==> config.mk <==
export PLATFORM = sky130hd
export DESIGN_NAME = pll_freq_monitor_flat
export DESIGN_NICKNAME = d
export VERILOG_FILES = /design/src/rtl/pll_freq_monitor_if.sv /design/src/rtl/pll_freq_monitor.sv /design/src/flat_wrapper.sv
export SDC_FILE = /design/constraint.sdc
export NUM_CORES = 1
export LEC_CHECK = 0
export CORE_UTILIZATION = 45
export DETAILED_ROUTE_END_ITERATION = 10
export PLACE_DENSITY = 0.68
export REMOVE_ABC_BUFFERS = 1
export SKIP_LAST_GASP = 1
export SYNTH_ARGS = -nofsm -noshare
export SYNTH_HDL_FRONTEND = slang
export SYNTH_SLANG_ARGS = --single-unit
==> constraint.sdc <==
create_clock -name clock -period 3.46 [get_ports clock]
set_input_delay 1.038 -clock clock [delete_from_list [all_inputs] [get_ports clock]]
set_output_delay 1.038 -clock clock [all_outputs]
set_load 0.05 [all_outputs]
==> src/rtl/pll_freq_monitor_if.sv <==
// Control, PLL toggle and status bundle of the PLL frequency/lock monitor.
// The monitor uses the slave view; housekeeping logic or a bench uses the master view.
interface pll_freq_monitor_if #(
    parameter int unsigned WIN_W = 16,
    parameter int unsigned CNT_W = 16
);
    logic             enable;
    logic [WIN_W-1:0] window_len;
    logic [CNT_W-1:0] exp_min;
    logic [CNT_W-1:0] exp_max;
    logic             pll_toggle;
    logic             clear_sticky;
    logic [CNT_W-1:0] count_out;
    logic             count_valid;
    logic             in_range;
    logic             locked;
    logic             lock_lost;
    logic             overflow;

    modport master (
        output enable, window_len, exp_min, exp_max, pll_toggle, clear_sticky,
        input  count_out, count_valid, in_range, locked, lock_lost, overflow
    );

    modport slave (
        input  enable, window_len, exp_min, exp_max, pll_toggle, clear_sticky,
        output count_out, count_valid, in_range, locked, lock_lost, overflow
    );
endinterface

==> src/rtl/pll_freq_monitor.sv <==
// Counts PLL toggle edges over a window of reference clocks, checks the count against a
// min/max range and derives a lock status from consecutive passing windows.
module pll_freq_monitor #(
    parameter int unsigned WIN_W  = 16,
    parameter int unsigned CNT_W  = 16,
    parameter int unsigned LOCK_N = 4
) (
    input  logic              clock,
    input  logic              reset,
    pll_freq_monitor_if.slave mon
);
    localparam int unsigned       PASS_W  = 4;
    localparam logic [PASS_W-1:0] PassMax = PASS_W'(LOCK_N);
    localparam logic [CNT_W-1:0]  CntMax  = '1;

    typedef enum logic [1:0] {StIdle, StFlush, StMeasure, StReport} state_e;

    state_e             r_state;
    state_e             w_state_next;
    logic               r_sync1;
    logic               r_sync2;
    logic               r_sync3;
    logic [1:0]         r_flush_cnt;
    logic [WIN_W-1:0]   r_win_cnt;
    logic [CNT_W-1:0]   r_edge_cnt;
    logic               r_ovf;
    logic [CNT_W-1:0]   r_min;
    logic [CNT_W-1:0]   r_max;
    logic [PASS_W-1:0]  r_pass;
    logic [CNT_W-1:0]   r_count_out;
    logic               r_count_valid;
    logic               r_in_range;
    logic               r_overflow;
    logic               r_locked;
    logic               r_lock_lost;

    logic               w_edge;
    logic               w_start_ok;
    logic               w_win_start;
    logic               w_in_range;
    logic               w_report;
    logic               w_pass_full;
    logic               w_lock_drop;

    assign w_edge      = r_sync2 ^ r_sync3;
    assign w_start_ok  = mon.enable && (mon.window_len != '0);
    assign w_win_start = (w_state_next == StMeasure) && (r_state != StMeasure);
    assign w_in_range  = (r_edge_cnt >= r_min) && (r_edge_cnt <= r_max) && !r_ovf;
    assign w_report    = (r_state == StReport) && mon.enable;
    assign w_pass_full = (r_pass == PassMax);
    // Only a failing window can drop lock while enabled; disable clears lock silently.
    assign w_lock_drop = mon.enable && r_locked && !w_pass_full;

    always_comb begin
        w_state_next = r_state;
        if (!mon.enable) begin
            w_state_next = StIdle;
        end else begin
            unique case (r_state)
                StIdle: begin
                    if (w_start_ok) w_state_next = StFlush;
                end
                StFlush: begin
                    if (r_flush_cnt == 2'd2) w_state_next = w_start_ok ? StMeasure : StIdle;
                end
                StMeasure: begin
                    if (r_win_cnt == '0) w_state_next = StReport;
                end
                StReport: begin
                    w_state_next = w_start_ok ? StMeasure : StIdle;
                end
                default: w_state_next = StIdle;
            endcase
        end
    end

    always_ff @(posedge clock) begin
        if (reset) begin
            r_state       <= StIdle;
            r_sync1       <= 1'b0;
            r_sync2       <= 1'b0;
            r_sync3       <= 1'b0;
            r_flush_cnt   <= 2'd0;
            r_win_cnt     <= '0;
            r_edge_cnt    <= '0;
            r_ovf         <= 1'b0;
            r_min         <= '0;
            r_max         <= '0;
            r_pass        <= '0;
            r_count_out   <= '0;
            r_count_valid <= 1'b0;
            r_in_range    <= 1'b0;
            r_overflow    <= 1'b0;
            r_locked      <= 1'b0;
            r_lock_lost   <= 1'b0;
        end else begin
            r_state     <= w_state_next;
            r_sync1     <= mon.pll_toggle;
            r_sync2     <= r_sync1;
            r_sync3     <= r_sync2;
            r_flush_cnt <= (r_state == StFlush) ? r_flush_cnt + 2'd1 : 2'd0;

            if (w_win_start) begin
                r_win_cnt  <= mon.window_len - 1'b1;
                r_edge_cnt <= '0;
                r_ovf      <= 1'b0;
                r_min      <= mon.exp_min;
                r_max      <= mon.exp_max;
            end else if (r_state == StMeasure) begin
                r_win_cnt <= r_win_cnt - 1'b1;
                if (w_edge) begin
                    if (r_edge_cnt == CntMax) r_ovf <= 1'b1;
                    else                      r_edge_cnt <= r_edge_cnt + 1'b1;
                end
            end else if (r_state == StIdle) begin
                r_win_cnt  <= '0;
                r_edge_cnt <= '0;
                r_ovf      <= 1'b0;
            end

            r_count_valid <= w_report;
            if (w_report) begin
                r_count_out <= r_edge_cnt;
                r_in_range  <= w_in_range;
                r_overflow  <= r_ovf;
                if (!w_in_range)      r_pass <= '0;
                else if (!w_pass_full) r_pass <= r_pass + 1'b1;
            end else if (!mon.enable) begin
                r_pass <= '0;
            end

            // Lock trails the pass counter by one cycle.
            r_locked <= mon.enable && w_pass_full;

            if (w_lock_drop)           r_lock_lost <= 1'b1;
            else if (mon.clear_sticky) r_lock_lost <= 1'b0;
        end
    end

    assign mon.count_out   = r_count_out;
    assign mon.count_valid = r_count_valid;
    assign mon.in_range    = r_in_range;
    assign mon.overflow    = r_overflow;
    assign mon.locked      = r_locked;
    assign mon.lock_lost   = r_lock_lost;
endmodule

==> src/flat_wrapper.sv <==
// flat-port wrapper written by rule: the top's interface ports become plain ports
module pll_freq_monitor_flat 
#(
    parameter int unsigned WIN_W  = 16,
    parameter int unsigned CNT_W  = 16,
    parameter int unsigned LOCK_N = 4
)
  (clock, reset, mon_enable, mon_window_len, mon_exp_min, mon_exp_max, mon_pll_toggle, mon_clear_sticky, mon_count_out, mon_count_valid, mon_in_range, mon_locked, mon_lock_lost, mon_overflow);
  pll_freq_monitor_if #(.WIN_W(WIN_W), .CNT_W(CNT_W)) mon_i ();
  input  logic clock;
  input  logic reset;
  input wire logic [$bits(mon_i.enable)-1:0] mon_enable;
  input wire logic [$bits(mon_i.window_len)-1:0] mon_window_len;
  input wire logic [$bits(mon_i.exp_min)-1:0] mon_exp_min;
  input wire logic [$bits(mon_i.exp_max)-1:0] mon_exp_max;
  input wire logic [$bits(mon_i.pll_toggle)-1:0] mon_pll_toggle;
  input wire logic [$bits(mon_i.clear_sticky)-1:0] mon_clear_sticky;
  output wire logic [$bits(mon_i.count_out)-1:0] mon_count_out;
  output wire logic [$bits(mon_i.count_valid)-1:0] mon_count_valid;
  output wire logic [$bits(mon_i.in_range)-1:0] mon_in_range;
  output wire logic [$bits(mon_i.locked)-1:0] mon_locked;
  output wire logic [$bits(mon_i.lock_lost)-1:0] mon_lock_lost;
  output wire logic [$bits(mon_i.overflow)-1:0] mon_overflow;
  assign mon_i.enable = mon_enable;
  assign mon_i.window_len = mon_window_len;
  assign mon_i.exp_min = mon_exp_min;
  assign mon_i.exp_max = mon_exp_max;
  assign mon_i.pll_toggle = mon_pll_toggle;
  assign mon_i.clear_sticky = mon_clear_sticky;
  assign mon_count_out = mon_i.count_out;
  assign mon_count_valid = mon_i.count_valid;
  assign mon_in_range = mon_i.in_range;
  assign mon_locked = mon_i.locked;
  assign mon_lock_lost = mon_i.lock_lost;
  assign mon_overflow = mon_i.overflow;
  pll_freq_monitor #(.WIN_W(WIN_W), .CNT_W(CNT_W), .LOCK_N(LOCK_N)) u_core (.clock(clock), .reset(reset), .mon(mon_i));
endmodule
Word level (Yosys, flattened, before mapping)
Index checks and enable logic that the tools add are counted.
{"block": "totals", "inputBits": 53, "out_inout_bits": 21, "wordCells": 82, "ff_bits": 97}
{"block": "op_classes", "n_mux": 22, "addsub": 5, "n_reduce_logical": 21, "magnitude_cmp": 2, "bitwise": 2, "eq_ne": 13}
{"cell": "$mux 16", "count": 6}
{"cell": "$sub 16x1->16 const B", "count": 2}
{"cell": "$add 16x1->16 const B", "count": 1}
{"cell": "$eq 16x16->1 const B", "count": 1}
{"cell": "$ge 16x16->1", "count": 1}
{"cell": "$le 16x16->1", "count": 1}
{"cell": "$logic_not 16->1", "count": 1}
{"cell": "$mux 4", "count": 4}
{"cell": "$reduce_bool 16->1", "count": 1}
{"cell": "$mux 2", "count": 5}
{"cell": "$eq 2x2->1 const B", "count": 4}
{"cell": "$logic_and 1x1->1", "count": 8}
{"cell": "$pmux 2 s4", "count": 1}
{"cell": "$mux 1", "count": 6}
{"cell": "$ne 2x2->1 const B", "count": 3}
{"cell": "$reduce_and 3->1", "count": 2}
{"cell": "$add 4x1->4 const B", "count": 1}
{"cell": "$eq 4x3->1 const B", "count": 1}
{"cell": "$ne 2x1->1 const B", "count": 2}
{"cell": "$reduce_bool 2->1", "count": 2}
{"cell": "$reduce_or 2->1", "count": 2}
{"cell": "$ne 3x3->1 const B", "count": 1}
{"cell": "$reduce_bool 3->1", "count": 1}
{"cell": "$add 2x1->2 const B", "count": 1}
{"cell": "other kinds (6)", "count": 7}

Longest topological paths before layout
Gate-level depths: netlist of the first run.
{"block": "logic_depth", "ltp_word": 9, "mapped_depth": 10, "ltp_nobuf": 8}

Worst setup path before layout of the first run
No wires, ideal clock.
{"block": "synth_path", "kind": "input port to flip-flop", "start": "in mon_window_len[0]", "end": "reg u_core.r_win_cnt[0]", "path_buffers": 1, "required_ns": 3.332, "arrival_time_ns": 2.626, "path_stages": 9, "setup_slack_ns": 0.706, "setup_ns": 0.128, "cell_sequence": "inv_1 -> ha_1 -> nor3b_1 -> nand3_4 -> nor2_4 -> nor3_1 -> buf_2 -> a221oi_2 -> nor2_1"}
{"block": "synth_via", "elab_chain_cells": 9, "elab_cells_between_ends": 12, "classes_between": "add/sub (1); eq/ne (1); mux (6); reduce/logical (4)"}
{"item": "from (decl)", "line": "flat_wrapper.sv:13", "text": "input wire logic [$bits(mon_i.window_len)-1:0] mon_window_len;"}
{"item": "$reduce_bool 16->1", "line": "pll_freq_monitor.sv:46", "text": "assign w_start_ok = mon.enable && (mon.window_len != '0);"}
{"item": "$logic_and 1x1->1", "line": "pll_freq_monitor.sv:46"}
{"item": "$mux 2", "line": "pll_freq_monitor.sv:64, pll_freq_monitor.sv:70"}
{"item": "$mux 2", "line": "pll_freq_monitor.sv:64", "text": "if (r_flush_cnt == 2'd2) w_state_next = w_start_ok ? StMeasure : StIdle;"}
{"item": "$pmux 2 s4", "line": "pll_freq_monitor.sv:59", "text": "unique case (r_state)"}
{"item": "$mux 2", "line": "pll_freq_monitor.sv:56", "text": "if (!mon.enable) begin"}
{"item": "$eq 2x2->1", "line": "pll_freq_monitor.sv:47", "text": "assign w_win_start = (w_state_next == StMeasure) && (r_state != StMeasure);"}
{"item": "$logic_and 1x1->1", "line": "pll_freq_monitor.sv:47"}
{"item": "$reduce_bool 3->1 (no line) / $mux 16 (equally long branches)"}
{"item": "to (signal assigned)", "line": "pll_freq_monitor.sv:104", "text": "r_win_cnt <= mon.window_len - 1'b1;"}
{"item": "to (signal assigned)", "line": "pll_freq_monitor.sv:110", "text": "r_win_cnt <= r_win_cnt - 1'b1;"}
{"item": "to (decl)", "line": "pll_freq_monitor.sv:24", "text": "logic [WIN_W-1:0] r_win_cnt;"}
Parallel ways exist; a longest one is shown, timed or not.
A chain may end at the register's enable or synchronous reset.

Worst setup path after layout of the first run
{"block": "layout_path", "start": "in mon_window_len[12]", "end": "reg u_core.r_win_cnt[0]"}
{"block": "layout_via", "elab_chain_cells": 9, "elab_cells_between_ends": 11, "classes_between": "eq/ne (1); mux (6); reduce/logical (4)"}
{"item": "$reduce_bool 16->1 *", "line": "pll_freq_monitor.sv:46"}
{"item": "$logic_and 1x1->1 *", "line": "pll_freq_monitor.sv:46"}
{"item": "$mux 2", "line": "pll_freq_monitor.sv:64, pll_freq_monitor.sv:70"}
{"item": "$mux 2", "line": "pll_freq_monitor.sv:64"}
{"item": "$pmux 2 s4 *", "line": "pll_freq_monitor.sv:59"}
{"item": "$mux 2 *", "line": "pll_freq_monitor.sv:56"}
{"item": "$eq 2x2->1 *", "line": "pll_freq_monitor.sv:47"}
{"item": "$logic_and 1x1->1 *", "line": "pll_freq_monitor.sv:47"}
{"item": "$reduce_bool 3->1 (no line) / $mux 16 (equally long branches)"}
Mark *: on every way between the ends. The rest lies on a longest branch, timed or not.

==> results by group, run 1 <==
Finish
  • N_diodes: 0
  • Post-layout util: 57.2%
  • Layout cells sized above 1: 5.29%
  • Area Growth Syn to Fin: 23.2%
  • Most frequent cells in the layout: 125 x nand2_1, 97 x dfxtp_1, 87 x a21oi_1
  • Non-Filler Instances: 859
  • Net count reported at finish: 806
  • Commonest non-fill, non-tap cell in the layout: nand2_1

Worst setup path
  • Cell Chain, Critical Path: clkdlybuf4s50_1 -> or4_4 -> or3_4 -> nor2_4 -> nor3_2 -> buf_12 -> a221oi_2 -> nor2_1
  • CP peak stage delay: 570 ps
  • Worst Path Arrival: 3200 ps
  • CP Capture Type: flip-flop
  • Flop-to-flop setup slack: 1000 ps
  • Critical path startpoint category: primary input
  • CP max FO: 40
  • R2R cell count: 8
  • Worst path slowest cell: or4_4
  • Critical R2R Capture: u_core.r_win_cnt[12]
  • Crit path required time: 3690 ps
  • Setup Crit Path Kind: primary input to flip-flop
  • Worst reg2reg path startpoint: u_core.r_win_cnt[0]

Floorplan
  • Initial Utilization: 46.4%
  • Io pins: 74
  • Die Wd: 108 microns
  • Die H: 108 microns
  • Die area: 11700 sq um
  • Site Rows: 38
  • Area of the core: 10900 sq um

Hold path
  • Hold Path End: u_core.r_flush_cnt[0]
  • Hold path depth: 1
  • HP Class: flip-flop to flip-flop
  • Hold Crit Start: u_core.r_flush_cnt[0]

Flow run
  • Max Cap Viol: 0

Global routing
  • Grt met2 use: 37.7%
  • GRT overflow: 0
  • Largest net degree at the start of global routing: 41
  • First-pass GRT wire length: 20500 microns
  • M3 GR Usage: 3.80%
  • GR peak layer: met2
  • Tot GR Track Use: 22.1%
  • Grt met1 use: 28.1%
  • Initial antenna violation count: 0
  • Number of global-route vias before repair: 4513

Timing
  • Fin Setup TNS: 0 ps
  • Fmax achieved: 337 MHz
  • Fin. Hold Viols: 0
  • Worst-Margin Slew: 1010 ps
  • Setup Skew: 8.80 ps
  • Post-layout minimum cycle time: 2970 ps
  • Fin crit share: 85.7%
  • Max Transition Viols Final: 0
  • Setup violations, final: 0
  • Final setup margin: 493 ps
  • RSZ-0062 raised after global routing: false
  • Slew HR: 32.4%

Power
  • VDD IR max: 0.281 mV
  • Pleak: 2.18 nW
  • Pwr/cell area: 372 nW/um^2
  • Design Power: 0.00233 W

Status
  • Status: complete, no violations

Synthesis
  • Synth warn: 0
  • Sequential fraction of the synthesis area: 38.2%
  • Post-synth EDFFs: 0
  • Unique masters post-synth: 54
  • Avg Inst Size Synth: 7.85 sq um
  • Mapped Area: 5080 sq um
  • Synth Instances: 647
  • Primary FF master, synth: dfxtp_1
  • Yosys reg bits: 97
  • Post-synth ARST share: 0%

CTS
  • Clk Latency, worst-skew pair: 350 ps
  • Total CTS buffers: 9
  • Clock Tree Root: clkbuf_16
  • CTS clock-pin slew for the worst setup and hold paths: 70 ps
  • Post-cts sizing count: 0
  • Post-CTS Setup Inserts: 0
  • CTS tree: done
  • Buffer depth of the longest clock path: 2
  • Max H-tree Level: 3
  • Cts hold-fix bufs: 0
  • Clock Sinks: 97

Route
  • Wirelength per Cell: 14.1 microns
  • Vias/cell: 5.36
  • DRC Markers: 0
  • WL final: 12100 microns
  • Number of routed nets with antenna violations: 0
  • Total number of vias: 4604
  • DR iter-0 viols: 201
  • Drt first pass iters: 4

Placement
  • Routability cong.: 0.804
  • Detailed placement HPWL: 8820 microns
  • Post-Place Cells: 844
  • # port buffers: 73
  • Pre-CTS setup slack: 119 ps
sequential cells by signal, indices dropped and copies added, names as in the netlist:
name	count
u_core.mon.count_out	16
u_core.mon.count_valid	1
u_core.mon.in_range	1
u_core.mon.lock_lost	1
u_core.mon.locked	1
u_core.mon.overflow	1
u_core.r_edge_cnt	16
u_core.r_flush_cnt	2
u_core.r_max	16
u_core.r_min	16
u_core.r_ovf	1
u_core.r_pass	4
u_core.r_state	2
u_core.r_sync1	1
u_core.r_sync2	1
u_core.r_sync3	1
u_core.r_win_cnt	16
synth_stat cells (all sizes together), types with 2 or more instances:
master,instances,area (sq um)
xnor2,9,78.8
nor4,9,62.6
and4,2,17.5
nand2b,3,18.8
or4,2,18.8
o21a,2,16.3
and3,3,18.8
nor3b,2,15.0
ha,38,475
nor2,57,224
a21oi,87,435
a31oi,10,62.6
nand2,125,469
dfxtp,97,1940
inv,45,169
xor2,19,166
nand3,14,82.6
and3b,2,17.5
a22oi,8,60.1
and2,2,12.5
a211oi,4,30.0
nand3b,4,30.0
a32oi,4,35.0
o211ai,4,57.6
o21ai,21,105
nor2b,8,50.1
clkbuf,18,67.6
nor3,16,80.1
nand4,8,50.1
a311oi,2,17.5
or3,3,23.8
buf,9,70.1
layer usage:
layer	routed length [microns]	up-vias
li1	-	2356
met4	193	0
met2	5840	88
met5	0	-
met1	5620	2146
met3	472	14
final cells by class:
class,instances,area (sq um)
Multi-Input combinational cell,478,2830
Timing Repair Buffer,84,821
Clock inverter,6,91.3
Sequential cell,97,1940
Clock buffer,9,225
Inverter,45,169
Fill cell,1051,4680
Tap cell,140,175
report_power, final:
part / switching [W] / internal [W] / leakage, nW
Clock: 0.000444 / 0.000633 / 0.156
Sequential: 0.00000438 / 0.00112 / 0.782
Combinational: 0.0000559 / 0.0000704 / 1.25
critical path, delay by kind of cell:
kind,cells,cell delay [ps]
compound gates,1,270
buf+inv,2,660
simple gates,5,1220
per-stage QoR:
step,cell area [sq um],hold WS (ps)
floorplan,4940,391
global placement,5940,399
CTS,6260,418
global route,6260,465
detailed placement,5940,404
finish,6260,423
worst max-delay path by stage:
stage | startpoint | endpoint | depth (start not counted)
floorplan | mon_window_len[0] | u_core.r_win_cnt[14] | 8
global placement | mon_window_len[12] | u_core.r_win_cnt[0] | 8
detailed placement | mon_window_len[12] | u_core.r_win_cnt[0] | 8
CTS | mon_window_len[12] | u_core.r_win_cnt[0] | 8
global route | mon_window_len[12] | u_core.r_win_cnt[15] | 7
finish | mon_window_len[12] | u_core.r_win_cnt[0] | 8
kinds of logic after synthesis:
kind of cell             after synthesis  share of synthesized area (%)
buffers and inverters                 72                           6.04
flip-flops                            97                           38.2
XOR/XNOR                              28                           4.83
AND/OR/NAND/NOR                      262                           23.8
AO/OA/AOI/OAI                        150                           17.7
adder cells (fa/ha/maj)               38                           9.36
Power figures use the tool's default switching activity.
==> run 2, diff against run 1 <==
--- a/config.mk
+++ b/config.mk
@@ -5,10 +5,10 @@
 export SDC_FILE = /design/constraint.sdc
 export NUM_CORES = 1
 export LEC_CHECK = 0
+export CORE_MARGIN = 4
 export CORE_UTILIZATION = 45
 export DETAILED_ROUTE_END_ITERATION = 10
 export PLACE_DENSITY = 0.68
-export REMOVE_ABC_BUFFERS = 1
 export SKIP_LAST_GASP = 1
 export SYNTH_ARGS = -nofsm -noshare
 export SYNTH_HDL_FRONTEND = slang
==> run 2 against run 1 <==
Clock power decreased by 6%; core utilization about the same; die area grew 11%; combinational power hardly changed; register-to-register slack worse by 120 ps; clock skew shrank 3.3 ps; routed wire length is 3.2% higher; global-route usage down 2.4 points; largest cell class unchanged; largest power group unchanged; highest routed layer unchanged.
==> results by group, run 2 (same netlist as run 1, synthesis figures left out) <==
CTS
  • Total CTS buffers: 9 (unchanged)
  • Post-CTS Setup Inserts: 0 (unchanged)
  • Clock Tree Root: clkbuf_16
  • Post-cts sizing count: 0 (unchanged)
  • CTS clock-pin slew for the worst setup and hold paths: 70 ps (about the same)
  • Cts hold-fix bufs: 0 (unchanged)
  • CTS tree: done
  • Clk Latency, worst-skew pair: 340 ps (about the same)
  • Buffer depth of the longest clock path: 2 (unchanged)
  • Max H-tree Level: 3 (unchanged)
  • Clock Sinks: 97 (unchanged)

Power
  • Pleak: 2.19 nW (about the same)
  • Pwr/cell area: 363 nW/um^2 (-2.5%)
  • VDD IR max: 0.196 mV (-30%)

Timing
  • Fin. Hold Viols: 0 (unchanged)
  • Post-layout minimum cycle time: 3050 ps (+80.0 ps)
  • Final setup margin: 413 ps (-80.0 ps)
  • Fin crit share: 88.1% (+2.3 points)
  • Setup Skew: 5.49 ps (-3.31 ps)
  • RSZ-0062 raised after global routing: false
  • Setup violations, final: 0 (unchanged)
  • Worst-Margin Slew: 1010 ps (+6.23 ps)
  • Fin Setup TNS: 0 ps (unchanged)
  • Max Transition Viols Final: 0 (unchanged)
  • Fmax achieved: 328 MHz (-2.6%)
  • Hold slack: 419 ps (-3.86 ps)
  • Slew HR: 32.0% (-0.42 points)

Worst setup path
  • Worst Setup SP: mon_window_len[0]
  • Cell Chain, Critical Path: clkdlybuf4s50_1 -> inv_1 -> ha_1 -> nor3b_1 -> buf_4 -> nand3_4 -> nor2_4 -> nor3_2 -> buf_12 -> a22oi_1 -> a21oi_1
  • Stages on worst setup path: 11 (+3)
  • CP Capture Type: flip-flop
  • CP top delay family: buffers and inverters
  • CP max FO: 32 (-20%)
  • Critical path startpoint category: primary input
  • Critical R2R Capture: u_core.r_pass[2]
  • CP endpoint: u_core.r_win_cnt[4]
  • CP peak stage delay: 500 ps (-70 ps)
  • Flop-to-flop setup slack: 880 ps (-120 ps)
  • Setup Crit Path Kind: primary input to flip-flop
  • Worst path slowest cell: clkdlybuf4s50_1
  • Worst reg2reg path startpoint: u_core.r_edge_cnt[11]
  • Buffers & Inverters on Critical Path: 4 (+2)
  • Worst Path Arrival: 3310 ps (+110 ps)
  • Crit path required time: 3720 ps (+30 ps)
  • R2R cell count: 7 (-1)

Finish
  • Net count reported at finish: 806 (unchanged)
  • Area Growth Syn to Fin: 23.3% (about the same)
  • Final Instance Area: 6260 sq um (about the same)
  • Fillers: 1056 (+0.48%)
  • Commonest non-fill, non-tap cell in the layout: nand2_1
  • Multi-input gate area: 2830 sq um (unchanged)
  • Reg area: 1940 sq um (unchanged)
  • Most frequent cells in the layout: 125 x nand2_1, 97 x dfxtp_1, 87 x a21oi_1
  • Layout cells sized above 1: 5.28% (-0.0073 points)
  • N_diodes: 0 (unchanged)
  • Post-layout util: 57.3% (about the same)

Floorplan
  • Initial Utilization: 46.4% (unchanged)
  • Site Rows: 38 (unchanged)
  • Area of the core: 10900 sq um (unchanged)
  • Die area: 13000 sq um (+11%)
  • Die H: 114 microns (+5.5%)
  • Io pins: 74 (unchanged)
  • Die Wd: 114 microns (+5.5%)

Route
  • WL final: 12500 microns (+3.2%)
  • Drt first pass iters: 4 (unchanged)
  • Wirelength per Cell: 14.6 microns (+3.1%)
  • Number of routed nets with antenna violations: 0 (unchanged)
  • DRC Markers: 0 (unchanged)
  • Total number of vias: 4682 (+1.7%)
  • DR iter-0 viols: 299 (+49%)
  • Vias/cell: 5.44 (+1.6%)

Global routing
  • Largest net degree at the start of global routing: 41 (unchanged)
  • Initial antenna violation count: 0 (unchanged)
  • First-pass GRT wire length: 21200 microns (+3.2%)
  • Tot GR Track Use: 19.7% (-2.4 points)
  • Number of global-route vias before repair: 4565 (+1.2%)
  • GRT overflow: 0 (unchanged)

Synthesis
  • Synth Net Count: 738

Status
  • Status: complete, no violations

Flow run
  • Max Cap Viol: 0 (unchanged)

Placement
  • Pre-CTS setup slack: 49.6 ps (-69.4 ps)
  • Cell Area, Placed: 5950 sq um (+0.21%)
  • Detailed placement HPWL: 9190 microns (+4.3%)
  • Routability cong.: 0.802 (-0.30%)
  • # port buffers: 73 (unchanged)

Hold path
  • HP Class: flip-flop to flip-flop
run 2: cell types whose count changed in the layout (fill, tap and decap cells not counted), sizes merged:
cell / previous run / this run
inv: 46 / 45
clkinv: 3 / 2
bufinv: 2 / 1
clkbuf: 9 / 12
clkinvlp: 0 / 1
run 2: worst min-delay path by stage:
| stage | start | end | cells after the start |
|---|---|---|---|
| detailed placement | u_core.r_flush_cnt[0] | u_core.r_flush_cnt[0] | 1 |
| global route | u_core.r_flush_cnt[0] | u_core.r_flush_cnt[0] | 1 |
| CTS | u_core.r_flush_cnt[0] | u_core.r_flush_cnt[0] | 1 |
| finish | u_core.r_flush_cnt[0] | u_core.r_flush_cnt[0] | 1 |
| global placement | u_core.r_flush_cnt[0] | u_core.r_flush_cnt[0] | 1 |
| floorplan | u_core.r_flush_cnt[0] | u_core.r_flush_cnt[0] | 1 |
run 2: through the flow:
stage                     total power [W]  cells
after floorplan                   0.00120    647
after global placement            0.00127    844
after detailed placement          0.00127    844
after CTS                         0.00229    860
after global routing              0.00234    860
final                             0.00227    860
run 2: layout make-up:
| class | instances | share of cell area (%) |
|---|---|---|
| clock inverters | 4 | 0.819 |
| multi-input cells | 478 | 45.3 |
| repair buffers | 84 | 13.3 |
| well taps | 140 | 2.80 |
| clock buffers | 12 | 4.10 |
| flip-flops and latches | 97 | 31.0 |
| inverters | 45 | 2.70 |
run 2: routing by layer:
metal / routed length (microns) / vias to the layer above / track usage [%]
met4: 116 / 0 / 5.07
met2: 6090 / 95 / 34.3
li1: - / 2355 / -
met1: 5780 / 2220 / 25.7
met5: 0 / - / 0
met3: 528 / 12 / 2.64
run 2: power breakdown:
group | internal (W) | leakage [nW] | switching, W | total (W)
Clock | 0.000600 | 0.149 | 0.000421 | 0.00102
Combinational | 0.0000699 | 1.25 | 0.0000553 | 0.000125
Sequential | 0.00112 | 0.782 | 0.00000443 | 0.00112
Total | 0.00179 | 2.19 | 0.000480 | 0.00227
